$ cat config.mk
export PLATFORM = sky130hd
export DESIGN_NAME = softmax_stream_tx
export DESIGN_NICKNAME = d
export VERILOG_FILES = /design/src/rtl/softmax_stream_tx.sv
export SDC_FILE = /design/constraint.sdc
export NUM_CORES = 1
export LEC_CHECK = 0
export BUFFER_PORTS_ARGS = -buffer_cell sky130_fd_sc_hd__buf_2
export CAP_MARGIN = 20
export CORE_MARGIN = 5
export CORE_UTILIZATION = 57
export DETAILED_ROUTE_END_ITERATION = 8
export PLACE_DENSITY = 0.81
export SKIP_LAST_GASP = 1
export SYNTH_ARGS = -nofsm -noshare
export SYNTH_HDL_FRONTEND = slang
export SYNTH_SLANG_ARGS = --single-unit
export TNS_END_PERCENT = 1
$ cat constraint.sdc
create_clock -name Clock -period 2.9 [get_ports Clock]
set_input_delay 0 -clock Clock [delete_from_list [all_inputs] [get_ports Clock]]
set_output_delay 0 -clock Clock [all_outputs]
set_load 0.1 [all_outputs]
$ cat src/rtl/softmax_stream_tx.sv
// Buffers one vector of up to 2**INPUTMAX words from a valid/ready stream, then
// pulses Start and replays the words back-to-back to a softmax consumer.
module softmax_stream_tx #(
  parameter int BITWIDTH = 32,
  parameter int INPUTMAX = 2
) (
  input  logic                Clock,
  input  logic                Reset,
  input  logic                In_valid,
  input  logic [BITWIDTH-1:0] In_data,
  input  logic                In_last,
  output logic                In_ready,
  output logic                Start,
  output logic [BITWIDTH-1:0] Datain,
  output logic [INPUTMAX:0]   N,
  input  logic                Rearm,
  output logic                Busy
);

  localparam int D = 2**INPUTMAX;
  localparam logic [INPUTMAX:0] LAST_IDX = (INPUTMAX+1)'(D-1);

  typedef enum logic [1:0] {FILL, START, STREAM, WAIT} state_t;

  state_t                state_q, state_d;
  logic [INPUTMAX:0]     wcnt_q, wcnt_d;
  logic [INPUTMAX:0]     rcnt_q, rcnt_d;
  logic [INPUTMAX:0]     n_q, n_d;
  logic [BITWIDTH-1:0]   buf_q [D];
  logic                  accept;

  assign accept = !Reset && (state_q == FILL) && In_valid;

  always_ff @(posedge Clock) begin
    if (Reset) begin
      state_q <= FILL;
      wcnt_q  <= '0;
      rcnt_q  <= '0;
      n_q     <= '0;
    end else begin
      state_q <= state_d;
      wcnt_q  <= wcnt_d;
      rcnt_q  <= rcnt_d;
      n_q     <= n_d;
    end
  end

  // Storage is deliberately not reset; stale words are never read back.
  always_ff @(posedge Clock) begin
    if (accept) buf_q[wcnt_q[INPUTMAX-1:0]] <= In_data;
  end

  always_comb begin
    state_d = state_q;
    wcnt_d  = wcnt_q;
    rcnt_d  = rcnt_q;
    n_d     = n_q;
    unique case (state_q)
      FILL: begin
        if (accept) begin
          wcnt_d = wcnt_q + 1'b1;
          // A full buffer closes the vector even without In_last.
          if (In_last || (wcnt_q == LAST_IDX)) begin
            state_d = START;
            n_d     = wcnt_q;
            wcnt_d  = '0;
          end
        end
      end
      START: begin
        state_d = STREAM;
        rcnt_d  = '0;
      end
      STREAM: begin
        if (rcnt_q == n_q) begin
          state_d = WAIT;
          rcnt_d  = '0;
        end else begin
          rcnt_d = rcnt_q + 1'b1;
        end
      end
      WAIT: begin
        if (Rearm) begin
          state_d = FILL;
          wcnt_d  = '0;
        end
      end
      default: state_d = FILL;
    endcase
  end

  // Outputs are forced quiet while Reset is high, whatever the state.
  always_comb begin
    In_ready = !Reset && (state_q == FILL);
    Start    = !Reset && (state_q == START);
    Busy     = !Reset && (state_q != FILL);
    N        = Reset ? '0 : n_q;
    Datain   = (!Reset && (state_q == STREAM)) ? buf_q[rcnt_q[INPUTMAX-1:0]] : '0;
  end

endmodule

# [Yosys cells after proc, flatten, opt, wreduce, memory -nomap -nowiden]
# Memory sizes are Yosys's and may differ from the RTL's. A register that Yosys moved wholly into a read port is not among the register bits.
# Index checks and enable logic that the tools add are counted.
[classes] n_addsub=2 mul=0 n_div=0 n_lt_le_gt_ge=0 n_eq_ne=9 shift=0 muxes=17 bitwise=0 n_reduce_logical=14
[op_table] op="$mux 32" n=1
[op_table] op="$mux 3" n=5
[op_table] op="$mux 2" n=6
[op_table] op="$pmux 3 s2" n=2
[op_table] op="$pmux 2 s4" n=1
[op_table] op="$add 3x1->3 const B" n=2
[op_table] op="$ne 2x2->1 const B" n=3
[op_table] op="$reduce_and 3->1" n=2
[op_table] op="$reduce_bool 2->1" n=3
[op_table] op="$logic_and 1x1->1" n=5
[op_table] op="$eq 2x2->1 const B" n=2
[op_table] op="$reduce_and 4->1" n=1
[op_table] op="$eq 3x2->1 const B" n=1
[op_table] op="$eq 3x3->1" n=1
[op_table] op="$eq 2x1->1 const B" n=1
[op_table] op="$logic_not 2->1" n=1
[op_table] op="$mux 1" n=2
[op_table] op="$ne 2x1->1 const B" n=1
[op_table] op="$logic_not 1->1" n=1
[op_table] op="$logic_or 1x1->1" n=1
[totals] ff_bits=11 latchBits=0 ram_bits=128 romBits=0 in_bits=37 wordCells=47 memories=1
[memory_table] name="buf_q" depth=4 word_bits=32 rd=1 rd_ports_with_merged_regs=1 write_ports=1 line_no="29" rtl="logic [BITWIDTH-1:0] buf_q [D];"

# [Depth between registers and ports, before layout]
# Gate-level depths: netlist (run 1).
[logic_depth] ltp_word=5 depth_mapped=6 mapped_depth_nobuf=6

# [Worst setup path before layout (run 1)]
# Ideal clock, no wire load.
[synth_timing] path_type="reg2out" from="register state_q[0]" to="output Datain[10]" arrival_ns=2.255 required_ns=2.900 path_slack_ns=0.645 path_stages_with_launch=6 cell_sequence="dfxtp_1 inv_1 ha_1 nand2b_1 clkbuf_1 nor2b_1"
[synth_via] elab_chain_len=3
[synth_lines] item="start, declared" line_no="25" rtl="state_t state_q, state_d;"
[synth_lines] item="start signal, assigned" line_no="41" rtl="state_q <= state_d;"
[synth_lines] item="$eq 2x2->1" line_no="98" rtl="Datain = (!Reset && (state_q == STREAM)) ? buf_q[rcnt_q[INPUTMAX-1:0]] : '0;"
[synth_lines] item="$logic_and 1x1->1" line_no="98"
[synth_lines] item="$mux 32" line_no="98"
[synth_lines] item="end, declared" line_no="14" rtl="output logic [BITWIDTH-1:0] Datain,"
# Every way passes these cells.

==> flow_summary_export.csv, run 1 <==
group,metric,value,unit
clock_network,clockBufferDepth,2,
sta,min_period_over_period,85.6,%
clock_network,cts_resized,0,
clock_network,clkSinkCount,141,
clock_network,htreeDepth,4,
placement,dp_cells,489,
sta,tns,0,ps
sta,grt_setup_unrepaired,"no",
status,status,"complete, no violations",
route,via_per_inst,5.33,
pwr,power.ir.vdd_worst,375,uV
clock_network,root_buffer,"clkbuf_8",
setup_path,arrival,2480,ps
pwr,powerDensity,797,nW/um2
die,core-area,9730,um2
die,io_pins,75,
route,drtIter0Drc,160,
grt,antenna_found_initial,0,
sta,finalCriticalPeriod,2480,ps
synth,yosys_warnings,0,
clock_network,clk_latency,510,ps
synth,syn_nets,337,
sta,timing.fmax,403,MHz
finish,fin_cells,558,
die,die_x,109,um
synth,synth_commonest_cells,"edfxtp_1 (128), nor2b_1 (40), mux4_2 (30)",
sta,setup_violations,0,
grt,grt_pass1_vias,3241,
grt,grt_start_max_net_pins,33,
synth,postSynthCellCount,289,
route,wire_per_inst,18.5,um
grt,grt_first_pass_wirelength,16300,um
route,wirelength,10300,um
route,firstDrtPassIters,4,
sta,fin_skew,9.95,ps
synth,synthFlopType,"edfxtp_1",
pwr,p_total,5620,uW
finish,area_growth,24.9,%
synth,netlist_top_cells_area,"edfxtp_1 (68%), mux4_2 (12%), dfxtp_1 (4.6%)",
setup_path,startpoint_type,"register",
finish,drive_above_1_share,34.7,%
die,num_rows,36,
sta,fin_hold_ws,53.5,ps
clock_network,cts_tree,"yes",
route,ant_nets,0,
route,vias,2973,
setup_path,worstSetupPathType,"reg -> out",
sta,final-hold-violation-count,0,
setup_path,crit_path_end_kind,"output port",
synth,synth-edff-count,128,
synth,yosysTopAreaCell,"edfxtp_1",
synth,synth-seq-cells,141,
clock_network,cts_buffers,17,
finish,num-fill-cells,623,
finish,nets,459,
synth,ys_seq_area_share,72.8,%
flow_run,maxCapViolCount,0,
synth,syn_avg_cell_area,19.5,um2
hold_path,hold_class,"in -> reg",
grt,grt_overflow,0,
placement,port_buffers,74,
clock_network,clk_pin_slew,60,ps
die,initial_utilization,58.0,%
die,dieArea,12000,um2
synth,ys_types,31,
synth,yosysMostFrequentCell,"edfxtp_1",
sta,slew_violations,0,
placement,dpl_cell_area,6130,um2
placement,place_hpwl,6310,um
synth,syn_area,5640,um2
pwr,leakage,0.00253,uW
setup_path,required,2900,ps
sta,worstMarginPinSlew,818,ps
synth,synth_top_area_share,68.1,%
grt,grt_usage,18.8,%
placement,place_congestion,0.783,
setup_path,worst-path-max-fanout,18,
setup_path,r2r_setup_slack,710,ps
die,die_y,109,um
synth,async_flop_share,0,%
finish,design_area,7050,um2
route,drc_errors,0,
sta,timing.slew.headroom,45.5,%
[state kept, by name (all words and copies together) (netlist names), named ones only]
signal	flops
buf_q	128
n_q	3
rcnt_q	3
state_q	2
wcnt_q	3
[worst max-delay path, cell delays in order (launching register included)]
cell	delay (ps)
dfxtp_2	690
buf_12	270
mux4_2	530
nor2b_1	150
buf_2	330
[layer usage]
layer | routed length [um] | track usage [%] | vias to the layer above | share of wire (%)
met5 | 0 | 0 | - | 0
met4 | 140 | 7.30 | 0 | 1.4
met3 | 475 | 4.58 | 12 | 4.6
met2 | 5550 | 33.3 | 87 | 54
met1 | 4170 | 22.1 | 1498 | 40
li1 | - | - | 1376 | -
[what timing repair did]
| item | 4_1_cts | 5_1_grt |
|---|---|---|
| buffers inserted | 0 | 0 |
| hold endpoints to repair | 136 | 0 |
| hold buffers | 36 | 0 |
[report_power, final]
group / switching [uW] / internal (uW) / total [uW]
registers: 94.0 / 2340 / 2430
logic: 775 / 434 / 1210
clock network: 829 / 1150 / 1980
total: 1700 / 3920 / 5620
[metrics by stage]
step                      utilization (%)  worst slack, ps
final                                72.4              417
after global routing                 72.4              265
after CTS                            72.4              356
after detailed placement             63.0              696
after global placement               63.0              806
after floorplan                         -              645
[layout make-up]
| cell class | count | area [um2] | share of cell area (%) |
|---|---|---|---|
| diodes | 1 | 2.50 | 0.0355 |
| flip-flops and latches | 141 | 4110 | 58.3 |
| clock buffers | 18 | 418 | 5.93 |
| clock inverters | 14 | 135 | 1.92 |
| inverters | 6 | 22.5 | 0.320 |
| well taps | 133 | 166 | 2.36 |
| multi-input cells | 130 | 1420 | 20.1 |
| repair buffers | 115 | 781 | 11.1 |
[final timing paths]
check	cells past startpoint	start	endpoint
max	4	register	Datain[10]
min reg2reg	2	wcnt_q[2]	n_q[2]
min	5	In_valid	n_q[2]
max reg2reg	5	state_q[0]	buf_q[3][20]
[cells by family (layout without fill, tap and decap cells)]
family / Yosys count / in the layout / share of synthesized area, %
and+or+nand+nor: 65 / 65 / 6.90
muxes: 34 / 34 / 13.3
buffers and inverters: 18 / 153 / 2.28
adders and majority gates: 11 / 11 / 2.44
xor gates and xnor gates: 5 / 5 / 0.776
AOI/OAI and AO/OA: 15 / 15 / 1.57
other: 0 / 1 / 0
DFF: 141 / 141 / 72.8
[cells in the final DEF (no fill, tap or decap), drive strengths merged]
cell type	count
clkbuf	18
nand2	4
a21oi	4
dfxtp	13
ha	11
nand3b	1
bufinv	1
o21ai	5
and3	1
and3b	1
o31ai	2
o21a	1
diode	1
edfxtp	128
clkinv	6
mux4	32
a22oi	2
dlygate4sd3	36
inv	10
clkinvlp	3
xor2	4
nor2b	40
a31oi	1
buf	79
mux2i	2
nand4	1
and2	6
xnor2	1
nor4	1
nand2b	3
nor2	7
No activity file was read; power rests on OpenSTA's default activity.
==> inputs of run 2 (changes only) <==
--- a/config.mk
+++ b/config.mk
@@ -10,7 +10,7 @@
 export CORE_MARGIN = 5
 export CORE_UTILIZATION = 57
 export DETAILED_ROUTE_END_ITERATION = 8
-export PLACE_DENSITY = 0.81
+export PLACE_DENSITY = 0.76
 export SKIP_LAST_GASP = 1
 export SYNTH_ARGS = -nofsm -noshare
 export SYNTH_HDL_FRONTEND = slang
==> run 2 against run 1 <==
  * Die area did not move
  * Wire length is 0.15% lower
  * Register-to-register slack better by 110 ps
  * Clock-buffer cell count fell by 1
  * Cell count is 0.72% higher
  * Clock skew is 2.5 ps lower
  * Worst hold slack improved by 180 ps
  * Sequential power is essentially flat
  * Via count up 0.54%
  * First-iteration DRC count is 4.4% lower
  * Core utilization rose by 1.1 points
  * Non-clock buffer count rose by 6
  * Largest power group unchanged
==> flow_summary_export.csv, run 2 (same netlist as run 1, synthesis figures left out) <==
group,metric,value,unit
status,status,"complete, no violations",
die,die_y,109,um
placement,port_buffers,74,
finish,area_growth,26.8,%
pwr,p_total,5790,uW
grt,grt_overflow,0,
route,ant_nets,0,
setup_path,worst-path-max-fanout,13,
sta,slew_violations,0,
grt,grt_first_pass_wirelength,16500,um
sta,setup_violations,0,
route,via_per_inst,5.32,
sta,finalCriticalPeriod,2530,ps
finish,design_area,7150,um2
sta,grt_setup_unrepaired,"no",
route,drc_errors,0,
setup_path,required,2900,ps
sta,final-hold-violation-count,0,
die,initial_utilization,58.0,%
pwr,powerDensity,810,nW/um2
finish,nets,465,
hold_path,hold_class,"in -> reg",
clock_network,cts_tree,"yes",
finish,antenna_cells,0,
sta,fin_skew,7.45,ps
die,die_x,109,um
clock_network,clk_pin_slew,60,ps
sta,timing.fmax,395,MHz
die,dieArea,12000,um2
die,core-area,9730,um2
flow_run,maxCapViolCount,0,
grt,grt_start_max_net_pins,24,
route,vias,2989,
pwr,leakage,0.00258,uW
setup_path,crit_path_end_kind,"output port",
clock_network,cts_buffers,17,
route,wirelength,10300,um
route,drtIter0Drc,153,
sta,fin_hold_ws,234,ps
die,io_pins,75,
clock_network,htreeDepth,4,
route,wire_per_inst,18.4,um
sta,timing.slew.headroom,60.3,%
setup_path,arrival,2530,ps
grt,grt_usage,19.2,%
placement,dpl_cell_area,6190,um2
clock_network,root_buffer,"clkbuf_8",
clock_network,clockBufferDepth,2,
grt,antenna_found_initial,0,
placement,place_congestion,0.700,
setup_path,startpoint_type,"register",
finish,largest_reg_flops,128,
finish,drive_above_1_share,34.7,%
placement,place_hpwl,6320,um
grt,grt_pass1_vias,3230,
sta,min_period_over_period,87.4,%
finish,final_common_cell,"edfxtp_1",
clock_network,clkSinkCount,141,
setup_path,worstSetupPathType,"reg -> out",
route,firstDrtPassIters,4,
die,num_rows,36,
pwr,power.ir.vdd_worst,630,uV
sta,worstMarginPinSlew,595,ps
sta,tns,0,ps
finish,final_cell_mix,"edfxtp_1 (128), buf_2 (74), nor2b_1 (40), dlygate4sd3_1 (37), mux4_2 (30)",
clock_network,clk_latency,520,ps
-- run 2: cell count changes in the layout (fill, tap and decap cells not counted), sizes merged --
cell	previous run	this run
diode	1	0
inv	10	6
bufinv	1	4
buf	79	84
clkbuf	18	17
clkinv	6	7
dlygate4sd3	36	37
-- run 2: path summary, 6_finish.rpt --
| path | start | cells past startpoint | end | slack (ps) |
|---|---|---|---|---|
| max | register | 4 | Datain[31] | 370 |
| min | In_data[24] | 2 | buf_q[2][24] | 230 |
| max reg2reg | state_q[1] | 5 | buf_q[0][8] | 820 |
| min reg2reg | wcnt_q[2] | 2 | n_q[2] | 480 |
-- run 2: routing by layer --
layer / vias to the layer above / routed length (um) / GRT usage (%)
li1: 1386 / - / -
met1: 1522 / 4360 / 24.0
met2: 66 / 5370 / 32.4
met3: 15 / 438 / 5.70
met4: 0 / 152 / 6.41
met5: - / 0 / 0
-- run 2: cell type report --
| type | count | area (um2) |
|---|---|---|
| Timing Repair Buffer | 121 | 853 |
| Fill cell | 616 | 2570 |
| Clock buffer | 17 | 414 |
| Inverter | 6 | 22.5 |
| Sequential cell | 141 | 4110 |
| Clock inverter | 14 | 176 |
| Multi-Input combinational cell | 130 | 1420 |
| Tap cell | 133 | 166 |
-- run 2: metrics by stage --
step,setup WS (ps),util [%],instances
finish,366,73.5,562
global route,174,73.5,562
CTS,78.1,73.5,562
detailed placement,677,63.6,494
global placement,812,63.6,494
floorplan,645,-,289
-- run 2: report_power, final --
| group | total [uW] | switching, uW | internal (uW) |
|---|---|---|---|
| clock | 2150 | 776 | 1380 |
| combinational | 1220 | 781 | 440 |
| sequential | 2420 | 81.9 | 2340 |
| total | 5790 | 1640 | 4150 |
-- run 2: critical path, cell delays in order (launching register included) --
cell and delay (ps):
dfxtp_2 620, buf_4 340, mux4_1 580, nor2b_1 160
buf_2 320
-- run 2: repair_timing --
item / 4_1_cts / 5_1_grt
endpoints found under the hold margin: 136 / 0
hold buffers: 37 / 0
resized for setup: 0 / 1
buffers inserted: 0 / 0
endpoints found under the setup margin: 0 / 5
